File: config.mk
export PLATFORM = sky130hd
export DESIGN_NAME = mem_port_arbiter
export DESIGN_NICKNAME = d
export VERILOG_FILES = /design/src/rtl/riscv_pkg.sv /design/src/rtl/lat_counter.sv /design/src/rtl/mem_port_arbiter.sv
export SDC_FILE = /design/constraint.sdc
export NUM_CORES = 1
export LEC_CHECK = 0
export ABC_AREA = 0
export CAP_MARGIN = 25
export CORE_UTILIZATION = 44
export DETAILED_ROUTE_END_ITERATION = 10
export HOLD_SLACK_MARGIN = 0.1
export PLACE_DENSITY = 0.86
export SYNTH_ARGS = -nofsm -noshare
export SYNTH_HDL_FRONTEND = slang
export SYNTH_SLANG_ARGS = --single-unit
File: constraint.sdc
create_clock -name clk -period 3.2 [get_ports clk]
set_clock_uncertainty 0.2 [all_clocks]
set_input_delay 0.48 -clock clk [delete_from_list [all_inputs] [get_ports clk]]
set_output_delay 0.48 -clock clk [all_outputs]
set_load 0.1 [all_outputs]
File: src/rtl/riscv_pkg.sv
// Shared CPU definitions: memory-port arbiter state encoding, grant encoding and
// latency defaults, plus the arbiter's debug view.
package riscv_pkg;

  typedef enum logic [1:0] {
    ST_IDLE   = 2'd0,
    ST_BUSY_I = 2'd1,
    ST_BUSY_D = 2'd2
  } arb_state_t;

  localparam logic GRANT_I = 1'b0;
  localparam logic GRANT_D = 1'b1;

  localparam int DEFAULT_MEM_LAT = 2;
  localparam int LAT_CNT_W       = 4;

  typedef struct packed {
    arb_state_t           state;
    logic                 last_grant;
    logic [LAT_CNT_W-1:0] count;
  } arb_dbg_t;

endpackage

File: src/rtl/lat_counter.sv
// Loadable down-counter for multi-cycle units. It stops at zero.
// 'last' marks the final cycle of a loaded interval.
module lat_counter
  import riscv_pkg::*;
#(
  parameter int W = LAT_CNT_W
) (
  input  logic         clk,
  input  logic         rst,
  input  logic         load,
  input  logic [W-1:0] load_val,
  output logic [W-1:0] value,
  output logic         last
);

  always_ff @(posedge clk or negedge rst) begin
    if (!rst) begin
      value <= '0;
    end else if (load) begin
      value <= load_val;
    end else if (value != '0) begin
      value <= value - 1'b1;
    end
  end

  assign last = (value == W'(1));

endmodule

File: src/rtl/mem_port_arbiter.sv
// Shares the single-ported unified memory between fetch (IF) and load/store (DM).
// Each access holds mem_en for MEM_LAT cycles, then returns a one-cycle ack.
module mem_port_arbiter
  import riscv_pkg::*;
#(
  parameter int ADDR_W  = 32,
  parameter int DATA_W  = 32,
  parameter int MEM_LAT = DEFAULT_MEM_LAT
) (
  input  logic                clk,
  input  logic                rst,
  input  logic                if_req,
  input  logic [ADDR_W-1:0]   if_addr,
  output logic [DATA_W-1:0]   if_rdata,
  output logic                if_ack,
  input  logic                dm_req,
  input  logic                dm_we,
  input  logic [ADDR_W-1:0]   dm_addr,
  input  logic [DATA_W-1:0]   dm_wdata,
  input  logic [DATA_W/8-1:0] dm_be,
  output logic [DATA_W-1:0]   dm_rdata,
  output logic                dm_ack,
  output logic                mem_en,
  output logic                mem_we,
  output logic [ADDR_W-1:0]   mem_addr,
  output logic [DATA_W-1:0]   mem_wdata,
  output logic [DATA_W/8-1:0] mem_be,
  input  logic [DATA_W-1:0]   mem_rdata,
  output logic                cpu_stall,
  output arb_dbg_t            dbg
);

  // Handshake: a requester raises x_req and holds it (with stable address/data)
  // until it sees x_ack for one cycle; x_rdata is valid only in that ack cycle.
  // A request still high during its own ack cycle is the old one being dropped.

  arb_state_t           state;
  logic                 last_grant;
  logic                 if_elig, dm_elig;
  logic                 grant_i, grant_d;
  logic                 cnt_load, cnt_last;
  logic [LAT_CNT_W-1:0] cnt_value;

  assign if_elig = if_req & ~if_ack;
  assign dm_elig = dm_req & ~dm_ack;

  // DM wins a collision unless it also won the previous grant.
  assign grant_d  = (state == ST_IDLE) & dm_elig & (~if_elig | (last_grant != GRANT_D));
  assign grant_i  = (state == ST_IDLE) & if_elig & ~grant_d;
  assign cnt_load = grant_i | grant_d;

  lat_counter #(.W(LAT_CNT_W)) u_lat (
    .clk      (clk),
    .rst      (rst),
    .load     (cnt_load),
    .load_val (LAT_CNT_W'(MEM_LAT)),
    .value    (cnt_value),
    .last     (cnt_last)
  );

  always_ff @(posedge clk or negedge rst) begin
    if (!rst) begin
      state      <= ST_IDLE;
      last_grant <= GRANT_I;
      mem_en     <= 1'b0;
      mem_we     <= 1'b0;
      mem_addr   <= '0;
      mem_wdata  <= '0;
      mem_be     <= '0;
      if_ack     <= 1'b0;
      dm_ack     <= 1'b0;
      if_rdata   <= '0;
      dm_rdata   <= '0;
    end else begin
      if_ack <= 1'b0;
      dm_ack <= 1'b0;
      case (state)
        ST_IDLE: begin
          if (grant_d) begin
            state      <= ST_BUSY_D;
            last_grant <= GRANT_D;
            mem_en     <= 1'b1;
            mem_we     <= dm_we;
            mem_addr   <= dm_addr;
            mem_wdata  <= dm_wdata;
            mem_be     <= dm_be;
          end else if (grant_i) begin
            state      <= ST_BUSY_I;
            last_grant <= GRANT_I;
            mem_en     <= 1'b1;
            mem_we     <= 1'b0;
            mem_addr   <= if_addr;
            mem_wdata  <= '0;
            mem_be     <= '0;
          end
        end
        ST_BUSY_I, ST_BUSY_D: begin
          if (cnt_last) begin
            state     <= ST_IDLE;
            mem_en    <= 1'b0;
            mem_we    <= 1'b0;
            mem_addr  <= '0;
            mem_wdata <= '0;
            mem_be    <= '0;
            if (state == ST_BUSY_I) begin
              if_rdata <= mem_rdata;
              if_ack   <= 1'b1;
            end else begin
              // Stores still acknowledge but leave the last load data in place.
              if (!mem_we) dm_rdata <= mem_rdata;
              dm_ack <= 1'b1;
            end
          end
        end
        default: state <= ST_IDLE;
      endcase
    end
  end

  assign cpu_stall = (if_req & ~if_ack) | (dm_req & ~dm_ack);

  assign dbg.state      = state;
  assign dbg.last_grant = last_grant;
  assign dbg.count      = cnt_value;

endmodule

==> impl_metrics.ini <==
[global_route]
grt.overflow.total = 0
wire_length_of_the_first_global_routing_pass_um = 23200
grt_pass1_vias = 4369
pin_count_of_the_biggest_net_entering_global_routing = 71
grt_antenna_before_repair = 0
overall_fraction_of_global_route_tracks_in_use = 0.228

[synth]
mappedNetlistNets = 528
share_of_the_synthesized_area_in_compound_gates_ao_oa_aoi_oai = 0.115
synth_cell_type_count = 38
syn-cell-area_um2 = 5840
post_synth_xor_area_fraction = 0.00150
synth.ff_latch_count = 143
yosysTopAreaCellShare = 0.612
netlist_instances = 385
synth_top_area_cell = sky130_fd_sc_hd__dfrtp_1
synth_seq_area_share = 0.612
muxShareOfSynthArea = 0.199
synthAdderAreaFrac = 0.0128
postSynthAreaPerCell_um2 = 15.2
combinational_family_with_the_most_area_after_synthesis = multiplexers
yosysWarnings = 0
fraction_of_the_mapped_netlist_area_in_simple_logic_gates = 0.0227
synth.top_cells.by_area = sky130_fd_sc_hd__dfrtp_1 61%, sky130_fd_sc_hd__mux2_4 7.7%, sky130_fd_sc_hd__mux2_2 6.2%, sky130_fd_sc_hd__a22o_1 5.7%, sky130_fd_sc_hd__mux2i_1 5.7%

[critical_path]
worstPathMaxFanout = 32
worstPathArrival_ns = 2.79
worst_path_top_cell_family_by_delay = simple AND/OR/NAND/NOR gates
cp.required_ns = 3.29
critical_path.endpoint = dm_rdata[31]
critical-path-slowest-cell = sky130_fd_sc_hd__or3_2
r2r_slack_ns = 0.49
worst-path-buf-inv = 1
end_kind = flip-flop
critical_path_source = u_lat.value[1]
cp_cell_sequence = inv_1, ha_1, nor3b_2, nand2_1, or3_2, mux2_4
regToRegEndpoint = dm_rdata[31]
critical_path_max_stage_delay_ns = 0.87
worst-setup-path-type = flip-flop to flip-flop
r2r_start = u_lat.value[1]
setup.worst_path.start_class = flip-flop
critical_path_cell_count = 6
reg2reg_depth = 6

[sta]
setup_total_negative_slack_ns = 0
drv_slew = 0
worstMarginPinSlew_ns = 1.05
grt_setup_unrepaired = no
achievable-frequency_mhz = 369
finalSetupViolations = 0
slew_headroom = 0.300
shortest_clock_period_the_worst_path_allows_after_layout_ns = 2.71
final.period_utilization = 0.846
final_hold_violation_count = 0

[clock_network]
cts_tree = yes
cts_setup_buffers = 0
clock_latency_ns = 0.41
cts.path.max_buffers = 2
numClockSinks = 143
cts.htree.levels = 4
clock_input_transition_at_the_sequential_cells_of_the_worst_setup_and_hold_paths_ns = 0.06
numCtsBuffers = 17
clk_root_buffer_cell = sky130_fd_sc_hd__clkbuf_16
cts.repair.resized = 0

[flow_run]
cap_violations = 0

[placed_design]
place_congestion = 0.779
portBuffers = 280
place_hpwl_um = 11500
placement.cell_area_um2 = 8430

[route]
post-route-drc-count = 0
drt_pre_antenna_iters = 4
number_of_vias_per_cell = 5.03
routed_wirelength_um = 15600
detailroute.via_count = 4279
ant_nets = 0
wl_per_cell_um = 18.4
drt_iter0_markers = 229

[floorplanning]
ios = 281
starting_utilization_of_the_core_area = 0.457
fp.dieH_um = 117
row_count = 41
design.die.area_um2 = 13700
die_w_um = 117
design.core.area_um2 = 12800

[finish]
count_of_fill_cells_added_during_filler_insertion = 876
finalInstanceArea_um2 = 9000
final_cell_mix = 149 x sky130_fd_sc_hd__buf_4, 143 x sky130_fd_sc_hd__dfrtp_1, 135 x sky130_fd_sc_hd__clkdlybuf4s50_1
num_antenna_cells = 0
finalNetCount = 808
area_delta_synth_final_pct = 54.0
post_route_cells_drive_above_1_share = 0.373
layout_commonest_cell = sky130_fd_sc_hd__buf_4

[status]
run_status = complete, no violations

[min_path]
min_path_type = flip-flop to flip-flop
## state kept, by name (all words and copies together) (netlist names), 2 cells and up
name / flops
state: 2
if_rdata: 32
mem_addr: 32
u_lat.value: 4
mem_be: 4
dm_rdata: 32
mem_wdata: 32
## cells in the mapped netlist
master	count
sky130_fd_sc_hd__mux2i_1	33
sky130_fd_sc_hd__nor2_1	5
sky130_fd_sc_hd__a32o_1	1
sky130_fd_sc_hd__xnor2_1	1
sky130_fd_sc_hd__nand3b_1	1
sky130_fd_sc_hd__buf_4	1
sky130_fd_sc_hd__o21ai_0	2
sky130_fd_sc_hd__and3_1	1
sky130_fd_sc_hd__a211o_1	1
sky130_fd_sc_hd__mux2_1	2
sky130_fd_sc_hd__mux2_2	32
sky130_fd_sc_hd__o21ai_1	1
sky130_fd_sc_hd__ha_1	6
sky130_fd_sc_hd__or2_2	1
sky130_fd_sc_hd__buf_1	1
sky130_fd_sc_hd__buf_12	3
sky130_fd_sc_hd__nor3_1	1
sky130_fd_sc_hd__or3_1	2
sky130_fd_sc_hd__nand3_1	1
sky130_fd_sc_hd__clkbuf_1	9
sky130_fd_sc_hd__a22o_1	38
sky130_fd_sc_hd__a21oi_1	2
sky130_fd_sc_hd__o2bb2ai_1	32
sky130_fd_sc_hd__and2_1	1
sky130_fd_sc_hd__buf_6	1
sky130_fd_sc_hd__inv_1	8
sky130_fd_sc_hd__nor3b_1	1
sky130_fd_sc_hd__a21o_1	1
sky130_fd_sc_hd__mux2_4	30
sky130_fd_sc_hd__dfrtp_1	143
sky130_fd_sc_hd__o32ai_1	1
sky130_fd_sc_hd__nor2_2	1
sky130_fd_sc_hd__buf_2	13
sky130_fd_sc_hd__and2_0	1
sky130_fd_sc_hd__nor3b_2	1
sky130_fd_sc_hd__nand2_1	2
sky130_fd_sc_hd__nor2b_1	3
sky130_fd_sc_hd__nand2b_1	1
## what timing repair did
item,in CTS,in global routing
setup endpoints to repair,0,0
hold buffers,1,0
endpoints found under the hold margin,67,0
## worst min-delay path by stage
stage / startpoint / to / slack [ns] / cells after the start
after detailed placement: mem_addr[26] / mem_addr[26] / 0.28 / 1
after global placement: if_rdata[28] / if_rdata[28] / 0.27 / 1
after global routing: mem_addr[10] / mem_addr[10] / 0.30 / 1
final: mem_addr[26] / mem_addr[26] / 0.29 / 1
after floorplan: rst / dm_ack / -0.02 / 0
after CTS: mem_addr[26] / mem_addr[26] / 0.29 / 1
## per-layer routing
| layer | global-route usage | share of wire | wire length (um) |
|---|---|---|---|
| met1 | 0.265 | 0.40 | 6180 |
| met2 | 0.400 | 0.51 | 8010 |
| met3 | 0.0747 | 0.077 | 1210 |
| met4 | 0.0692 | 0.014 | 223 |
| met5 | 0 | 0 | 0 |
## cell families after synthesis
family / count (synthesis)
adders and majority gates: 6
buffers and inverters: 36
AOI/OAI and AO/OA: 79
muxes: 97
xor gates and xnor gates: 1
and+or+nand+nor: 23
DFF: 143
## layout make-up
cell class,instances,area (um^2),share of cell area
repair buffers,289,2550,0.284
inverters,8,30.0,0.00334
flip-flops and latches,143,3580,0.398
well taps,172,215,0.0239
clock inverters,13,116,0.0129
multi-input cells,206,2060,0.229
clock buffers,19,443,0.0492
## per-stage QoR
stage,util,hold slack (ns),instances,worst slack [ns]
6_report,0.704,0.288,850,0.493
2_1_floorplan,-,-0.0156,385,0.427
5_1_grt,0.704,0.302,850,0.331
4_1_cts,0.704,0.293,850,0.476
3_3_place_gp,0.660,0.273,817,0.600
3_5_place_dp,0.660,0.275,817,0.494
Power is not shown: default switching activity piles up to over one toggle a cycle in this logic, so the estimate is an artifact.
